### src/rtl/udp_reply_tx.sv
// Reply packet builder: turns synced read/write completion edges into an 8-byte
// status packet streamed to the UDP stack over a request/ack handshake.
module udp_reply_tx #(
  parameter logic [7:0] HDR_BYTE    = 8'hAA,
  parameter int         ACK_TIMEOUT = 1000,
  parameter int         GAP_CYCLES  = 4
) (
  input  logic        udp_tx_clk,
  input  logic        reset,
  input  logic        read_finish,
  input  logic        write_finish,
  input  logic [31:0] cmd_word,
  input  logic        app_tx_ready,
  input  logic        app_tx_ack,
  output logic        app_tx_data_request,
  output logic        app_tx_data_valid,
  output logic [7:0]  app_tx_data,
  output logic [15:0] udp_data_length,
  output logic        busy
);

  localparam logic [2:0] ST_IDLE  = 3'd0;
  localparam logic [2:0] ST_LATCH = 3'd1;
  localparam logic [2:0] ST_REQ   = 3'd2;
  localparam logic [2:0] ST_SEND  = 3'd3;
  localparam logic [2:0] ST_GAP   = 3'd4;

  localparam logic [15:0] ACK_LAST = 16'(ACK_TIMEOUT - 1);
  localparam logic [15:0] GAP_LAST = 16'((GAP_CYCLES > 0) ? (GAP_CYCLES - 1) : 0);

  function automatic logic [7:0] xor_sum(input logic [7:0] typ, input logic [31:0] cmd,
                                         input logic [7:0] seq);
    return HDR_BYTE ^ typ ^ cmd[31:24] ^ cmd[23:16] ^ cmd[15:8] ^ cmd[7:0] ^ seq;
  endfunction

  function automatic logic [7:0] reply_byte(input logic [2:0] idx, input logic [7:0] typ,
                                            input logic [31:0] cmd, input logic [7:0] seq);
    case (idx)
      3'd0:    return HDR_BYTE;
      3'd1:    return typ;
      3'd2:    return cmd[31:24];
      3'd3:    return cmd[23:16];
      3'd4:    return cmd[15:8];
      3'd5:    return cmd[7:0];
      3'd6:    return seq;
      3'd7:    return xor_sum(typ, cmd, seq);
      default: return 8'h00;
    endcase
  endfunction

  logic [2:0]  rd_sync_q, rd_sync_d, wr_sync_q, wr_sync_d;
  logic        pend_rd_q, pend_rd_d, pend_wr_q, pend_wr_d;
  logic [2:0]  state_q, state_d;
  logic [15:0] timer_q, timer_d;
  logic [2:0]  idx_q, idx_d;
  logic [7:0]  type_q, type_d;
  logic [31:0] cmd_q, cmd_d;
  logic [7:0]  seq_q, seq_d;
  logic        req_q, req_d, valid_q, valid_d, busy_q, busy_d;
  logic [7:0]  data_q, data_d;
  logic        rise_rd_s, rise_wr_s, clr_s, restore_rd_s, restore_wr_s;

  // Next-state, event bookkeeping and registered output decode.
  always_comb begin
    rd_sync_d    = {rd_sync_q[1:0], read_finish};
    wr_sync_d    = {wr_sync_q[1:0], write_finish};
    rise_rd_s    = rd_sync_q[1] & ~rd_sync_q[2];
    rise_wr_s    = wr_sync_q[1] & ~wr_sync_q[2];
    state_d      = state_q;
    timer_d      = 16'd0;
    idx_d        = idx_q;
    type_d       = type_q;
    cmd_d        = cmd_q;
    seq_d        = seq_q;
    clr_s        = 1'b0;
    restore_rd_s = 1'b0;
    restore_wr_s = 1'b0;
    case (state_q)
      ST_IDLE: begin
        if ((pend_rd_q | pend_wr_q) & app_tx_ready) begin
          state_d = ST_LATCH;
        end else begin
          state_d = ST_IDLE;
        end
      end
      ST_LATCH: begin
        type_d  = {6'b000000, pend_wr_q, pend_rd_q};
        cmd_d   = cmd_word;
        clr_s   = 1'b1;
        state_d = ST_REQ;
      end
      ST_REQ: begin
        if (app_tx_ack) begin
          state_d = ST_SEND;
          idx_d   = 3'd0;
        end else if (timer_q == ACK_LAST) begin
          // Abandoned attempt: hand the captured events back for a retry.
          state_d      = ST_GAP;
          restore_rd_s = type_q[0];
          restore_wr_s = type_q[1];
        end else begin
          timer_d = timer_q + 16'd1;
        end
      end
      ST_SEND: begin
        if (idx_q == 3'd7) begin
          state_d = ST_GAP;
          seq_d   = seq_q + 8'd1;
          idx_d   = 3'd0;
        end else begin
          idx_d = idx_q + 3'd1;
        end
      end
      ST_GAP: begin
        if (timer_q == GAP_LAST) begin
          state_d = ST_IDLE;
        end else begin
          timer_d = timer_q + 16'd1;
        end
      end
      default: begin
        state_d = ST_IDLE;
      end
    endcase
    pend_rd_d = (pend_rd_q & ~clr_s) | rise_rd_s | restore_rd_s;
    pend_wr_d = (pend_wr_q & ~clr_s) | rise_wr_s | restore_wr_s;
    req_d     = (state_d == ST_REQ);
    valid_d   = (state_d == ST_SEND);
    busy_d    = (state_d != ST_IDLE);
    if (valid_d) begin
      data_d = reply_byte(idx_d, type_d, cmd_d, seq_q);
    end else begin
      data_d = 8'h00;
    end
  end

  // State and output registers with synchronous active-low reset.
  always_ff @(posedge udp_tx_clk) begin
    if (!reset) begin
      rd_sync_q <= 3'b000;
      wr_sync_q <= 3'b000;
      pend_rd_q <= 1'b0;
      pend_wr_q <= 1'b0;
      state_q   <= ST_IDLE;
      timer_q   <= 16'd0;
      idx_q     <= 3'd0;
      type_q    <= 8'h00;
      cmd_q     <= 32'h0000_0000;
      seq_q     <= 8'h00;
      req_q     <= 1'b0;
      valid_q   <= 1'b0;
      busy_q    <= 1'b0;
      data_q    <= 8'h00;
    end else begin
      rd_sync_q <= rd_sync_d;
      wr_sync_q <= wr_sync_d;
      pend_rd_q <= pend_rd_d;
      pend_wr_q <= pend_wr_d;
      state_q   <= state_d;
      timer_q   <= timer_d;
      idx_q     <= idx_d;
      type_q    <= type_d;
      cmd_q     <= cmd_d;
      seq_q     <= seq_d;
      req_q     <= req_d;
      valid_q   <= valid_d;
      busy_q    <= busy_d;
      data_q    <= data_d;
    end
  end

  assign app_tx_data_request = req_q;
  assign app_tx_data_valid   = valid_q;
  assign app_tx_data         = data_q;
  assign busy                = busy_q;
  assign udp_data_length     = 16'd8;

endmodule

### config.mk
export PLATFORM = sky130hd
export DESIGN_NAME = udp_reply_tx
export DESIGN_NICKNAME = d
export VERILOG_FILES = /design/src/rtl/udp_reply_tx.sv
export SDC_FILE = /design/constraint.sdc
export NUM_CORES = 1
export LEC_CHECK = 0
export CAP_MARGIN = 40
export CORE_ASPECT_RATIO = 0.5
export CORE_MARGIN = 4
export CORE_UTILIZATION = 50
export CTS_CLUSTER_SIZE = 20
export DETAILED_ROUTE_END_ITERATION = 8
export PLACE_DENSITY = 0.74
export SLEW_MARGIN = 25
export SYNTH_ARGS = -nofsm -noshare
export SYNTH_HDL_FRONTEND = slang
export SYNTH_SLANG_ARGS = --single-unit
### constraint.sdc
create_clock -name udp_tx_clk -period 5.64 [get_ports udp_tx_clk]
set_clock_uncertainty 0.2 [all_clocks]
set_input_delay 0.846 -clock udp_tx_clk [delete_from_list [all_inputs] [get_ports udp_tx_clk]]
set_output_delay 0.846 -clock udp_tx_clk [all_outputs]
set_load 0.05 [all_outputs]
; ---- Yosys cells after proc, flatten, opt, wreduce, memory -nomap -nowiden
; Index checks and enable logic that the tools add are counted.
[word_totals]
output_inout_bits = 27
in_bits = 38
word_cells = 80
ff_bits = 89
[op_classes]
n_eq_ne = 16
n_reduce_logical = 5
add_sub_neg = 3
mux = 23
bitwise = 19
[ops]
columns = op, count
row1 = 8-bit case mux with 8 select lines, 1
row2 = 16-bit 2-to-1 mux, 3
row3 = 8-bit bitwise XOR, 5
row4 = 32-bit 2-to-1 mux, 1
row5 = 16-bit case mux with 2 select lines, 1
row6 = "3-bit by 2-bit equality test with 1-bit output, second input constant", 6
row7 = "3-bit equality test, second input constant", 6
row8 = 3-bit 2-to-1 mux, 6
row9 = "16-bit by 1-bit adder with 16-bit output, second input constant", 1
row10 = "16-bit by 10-bit equality test with 1-bit output, second input constant", 1
row11 = "16-bit by 2-bit equality test with 1-bit output, second input constant", 1
row12 = 3-bit case mux with 5 select lines, 1
row13 = "8-bit by 1-bit adder with 8-bit output, second input constant", 1
row14 = 1-bit 2-to-1 mux, 8
row15 = 8-bit 2-to-1 mux, 1
row16 = "3-bit by 1-bit equality test with 1-bit output, second input constant", 2
row17 = 3-bit logical NOT, 2
row18 = 3-bit case mux with 2 select lines, 1
row19 = 1-bit bitwise AND, 5
row20 = 1-bit bitwise OR, 5
row21 = 4-bit inverter, 1
row22 = 2-bit AND reduction, 2
row23 = "3-bit by 1-bit adder with 3-bit output, second input constant", 1
row24 = 1-bit inverter, 3
row25 = 3-bit nonzero test, 1

; ---- Depth between registers and ports, before layout
[depth]
ltp_word = 9
ltp_mapped = 10
ltp_nobuf = 9

; ---- Worst setup path after synthesis
; OpenSTA, ideal clock, no wires.
[synth_timing]
path_kind = input -> register
startpoint = input port app_tx_ack
endpoint = register data_q[5] (netlist: app_tx_data[5])
arrival_ns = 1.985
path_slack_ns = 3.334
path_buffers = 0
required_time_ns = 5.319
setup_ns = 0.121
stages = 6
cell_sequence = nor2_2 o21a_1 o221ai_1 a32o_1 o22ai_1 a21oi_1
[synth_via]
elab_chain_cells = 4
elab_cells_between_ends = 15
classes_between = eq/ne: 8 / mux: 5 / reduce/logical: 2
[synth_rtl]
columns = item, line_no
row1 = start: declaration, 14  ; input logic app_tx_ack,
row2 = 3-bit 2-to-1 mux, 93  ; if (app_tx_ack) begin
row3 = 3-bit case mux with 2 select lines or 3-bit case mux with 5 select lines (tied branches), 78  ; case (state_q)
row4 = 3-bit equality test (tied with other cells), 38  ; case (idx)
row5 = 8-bit case mux with 8 select lines or 2-bit AND reduction (tied branches), --
row6 = end signal: assignment, 168  ; data_q <= data_d;
row7 = end: declaration, 60  ; logic [7:0] data_q, data_d;
; Parallel ways exist; a longest one is shown, timed or not.
; A chain may end at the register's enable or synchronous reset.

; ---- Worst setup path in the final report
[layout_timing]
startpoint = register state_q[0]
endpoint = register data_q[6] (netlist: app_tx_data[6])
[layout_via]
elab_chain_cells = 8
elab_cells_between_ends = 29
classes_between = eq/ne: 12 / mux: 9 / bitwise: 5 / reduce/logical: 3
[layout_rtl]
columns = item, line_no
row1 = start: declaration, 53  ; logic [2:0] state_q, state_d;
row2 = start signal: assignment, 159  ; state_q <= state_d;
row3 = 3-bit by 1-bit equality test with 1-bit output, 78
row4 = 8-bit 2-to-1 mux or 32-bit 2-to-1 mux (tied branches), 78
row5 = 8-bit bitwise XOR (5 in a row), 33  ; return HDR_BYTE ^ typ ^ cmd[31:24] ^ cmd[23:16] ^ cmd[15:8] ^ cmd[7:0] ^ seq;
row6 = 8-bit case mux with 8 select lines, 38
; Parallel ways exist; a longest one is shown, timed or not.

==> key figures <==
Power and ir drop
  • Sequential Power Share: 0.478
  • Switching portion of total power: 0.2539
  • Worst IR Drop VDD: approximately 0.00014 V
  • Pint: 1015 uW
  • Switching power: 345.3 uW
  • Pwr/cell area: 244.8 nW/um^2
  • Clock share of power: 0.396
  • Combinational share of power: 0.127
  • Cell leakage power: 0.001949 uW

Synthesis
  • Post-synthesis compound-gate area fraction: 0.1055
  • Adder-cell share of the synthesized area: 0.01037
  • Synth cell types: between 60 and 70
  • Synth Cell Area: 4825 sq um
  • Asr flop ratio synth: 0
  • Number of synthesized flops with an enable pin: 0
  • Syn_area_per_cell: 9.423 sq um
  • Seq/Total Area, Yosys: 0.3693
  • Simple-gate share of the synthesized area: 0.2049
  • XOR/XNOR share of the synthesized area: 0.1382
  • Top FF cell, synth: dfxtp_1
  • Total number of yosys warnings: 0
  • Post-synthesis mux area share: 0.1081
  • Largest family of logic cells by synthesized area: simple AND/OR/NAND/NOR gates
  • Flops & latches, synth: 89
  • Post-Syn Instances: 512

Clock network
  • Root Buffer Master: clkbuf_16
  • CTS tree: yes
  • Worst skew pair latency: roughly 0.34 ns
  • CTS Sinks: 89
  • CTS H-tree lvls: 3
  • CTS max path bufs: 2
  • Post-cts gate resize count: 0
  • Clock-pin slew on the worst setup and hold paths: 0.06 ns
  • Postcts setup bufs: 0
  • Total CTS buffers: 9
  • Hold Buf Count CTS: 0

Hold path
  • Min-delay worst type: flop to flop
  • HP Start: wr_sync_q[0]
  • Hold depth: 1
  • Hold EP: wr_sync_q[1]

Setup path
  • Setup CP Type: flop to flop
  • Delay of the slowest cell on the worst path: approximately 0.7 ns
  • Reg2reg start: state_q[0]
  • FF-to-FF setup slack: around 2.7 ns
  • CP dominant cell by count: mux2i_1
  • Capturing point of the worst reg2reg path: app_tx_data[6]
  • Crit path cell chain: nor3b_4, buf_12, mux2i_1, mux2i_1, a211oi_1, a31oi_1
  • Critical-path top delay cell: nor3b_4
  • Critical path startpoint category: flop
  • R2r worst-path depth: 6
  • Critical path data required time: 5.65 ns
  • Crit end category: flop
  • Critical Path Fanout Max: 40
  • Worst endpoint data arrival time: 2.94 ns

Detailed routing
  • TritonRoute pass-1 iters: 5
  • 1st-iter DRT viols: 286
  • Drc violations: 0
  • Routed WL: between 10 and 15 mm
  • Via count: 3,648
  • Drt wl/cell: 15.24 um
  • Vias per std cell: 5.302
  • Post-route ant nets: 0

Placed design
  • Routability Congestion: 0.8790
  • Port bufs: 48
  • Detailed Place HPWL: about 7.5 mm

Timing
  • Final Cycle Share: 0.5193
  • WHS: 0.2337 ns
  • Max-slew headroom: 0.4847
  • Worst-Margin Slew: 0.7721 ns
  • Unrepaired setup endpoints after global routing: false
  • Max Slew Vio Count: 0
  • Final setup vio count: 0
  • Fmax: about 340 MHz
  • Final Critical Period: 2.929 ns
  • Final TNS setup: 0 ns
  • Final hold vios: 0

Job
  • Total of max-cap violations: 0

Run status
  • Status: complete, no violations

Global routing
  • Total grt overflow: 0
  • Number of global-route vias before repair: around 3,400
  • Largest net degree at the start of global routing: 67
  • Initial antenna violation count: 0
  • Total track usage: 0.1890
  • Global-route wire length before repair: approximately 17 mm

Layout
  • Area grow syn2layout: 15.20%
  • Footprint of the multi-input gates: 2803 sq um
  • Final #Nets: 591
  • Number of diodes: 0
  • Commonest non-fill, non-tap cells in the layout: dfxtp_1 (89), xnor2_1 (50), clkdlybuf4s50_1 (48)
  • Filler instances: 816
  • Commonest non-fill, non-tap cell in the layout: dfxtp_1
  • Reg area: 1782 sq um
  • Ratio of cells with drive above 1 in the final layout: 0.07052

Floorplan
  • Die area: 11,380 sq um
  • Core area: 9415 sq um
  • Initial Utilization: 0.5124
  • Row count: 25
  • Die Ht: 77.46 um
  • Number of I/O pins: 65
  • Die X: between 100 and 150 um
[power groups by stage]
stage | Combinational, uW | Clock, uW | Sequential, uW
after detailed placement | 172 | 0 | 664
final | 172 | 538 | 650
after global routing | 186 | 577 | 651
after floorplan | 127 | 0 | 667
after global placement | 171 | 0 | 663
after CTS | 173 | 551 | 650
[worst max path at each step]
stage	from	end	depth (start not counted)
2_1_floorplan	app_tx_ack	app_tx_data[5]	6
3_3_place_gp	app_tx_ack	app_tx_data[2]	7
3_5_place_dp	app_tx_ack	app_tx_data[4]	7
4_1_cts	state_q[0]	app_tx_data[6]	6
5_1_grt	state_q[0]	app_tx_data[0]	7
6_report	state_q[0]	app_tx_data[6]	6
[flip-flops by register name, summed over array words and instances, names as in the netlist, 3 cells and up]
| register | count |
|---|---|
| cmd_q | 32 |
| timer_q | 16 |
| app_tx_data | 8 |
| seq_q | 8 |
| type_q | 8 |
| idx_q | 3 |
| rd_sync_q | 3 |
| state_q | 3 |
| wr_sync_q | 3 |
[cells by family (layout without fill, tap and decap cells)]
group           after synthesis  in the layout
fa+ha+maj                     4              4
flops                        89             89
buf+inv                      47             74
other cells                   2             16
mux                          48             48
xor+xnor                     73             73
compound gates               66             66
simple gates                183            183
[cell type report]
cell class                      instances  share of cell area
Inverter                                9            0.006078
Clock inverter                          5            0.006078
Sequential cell                        89              0.3206
Clock buffer                           10             0.04120
Multi-Input combinational cell        390              0.5043
Tap cell                              135             0.03039
Timing Repair Buffer                   50             0.09140
[cell usage after synthesis, drive strengths merged, types with 11 or more instances]
cell type / number / area, sq um
dfxtp: 89 / 1782
xnor2: 50 / 437.9
mux2i: 45 / 488.0
nand2: 44 / 170.2
nor2: 31 / 142.6
buf: 29 / 231.5
nor2b: 29 / 181.4
and2: 24 / 155.2
xor2: 21 / 183.9
nand3: 15 / 75.07
o21ai: 15 / 86.34
and3: 11 / 68.82
[stage by stage]
stage	area [sq um]	cells	setup slack (ns)	util	total power, uW
after floorplan	4877	526	3.334	-	793.4
after global placement	5295	673	2.633	0.5624	834.5
after detailed placement	5295	673	2.581	0.5624	835.6
after CTS	5558	688	2.676	0.5903	1374
after global routing	5558	688	2.496	0.5903	1414
final	5558	688	2.711	0.5903	1360
[critical path: cells and delay by family, from the launching register on]
family | cells | cell delay (ns)
simple gates | 1 | 0.72
mux | 2 | 0.54
flops | 1 | 0.49
compound gates | 2 | 0.45
buf+inv | 1 | 0.36
[layer usage]
metal	track usage	up-vias	part of all wire
met5	0	-	0
met4	0.06413	0	0.013
met3	0.04376	15	0.063
met2	0.2877	104	0.44
met1	0.2644	1727	0.49
li1	-	1802	-
(Power assumes the default switching activity.)
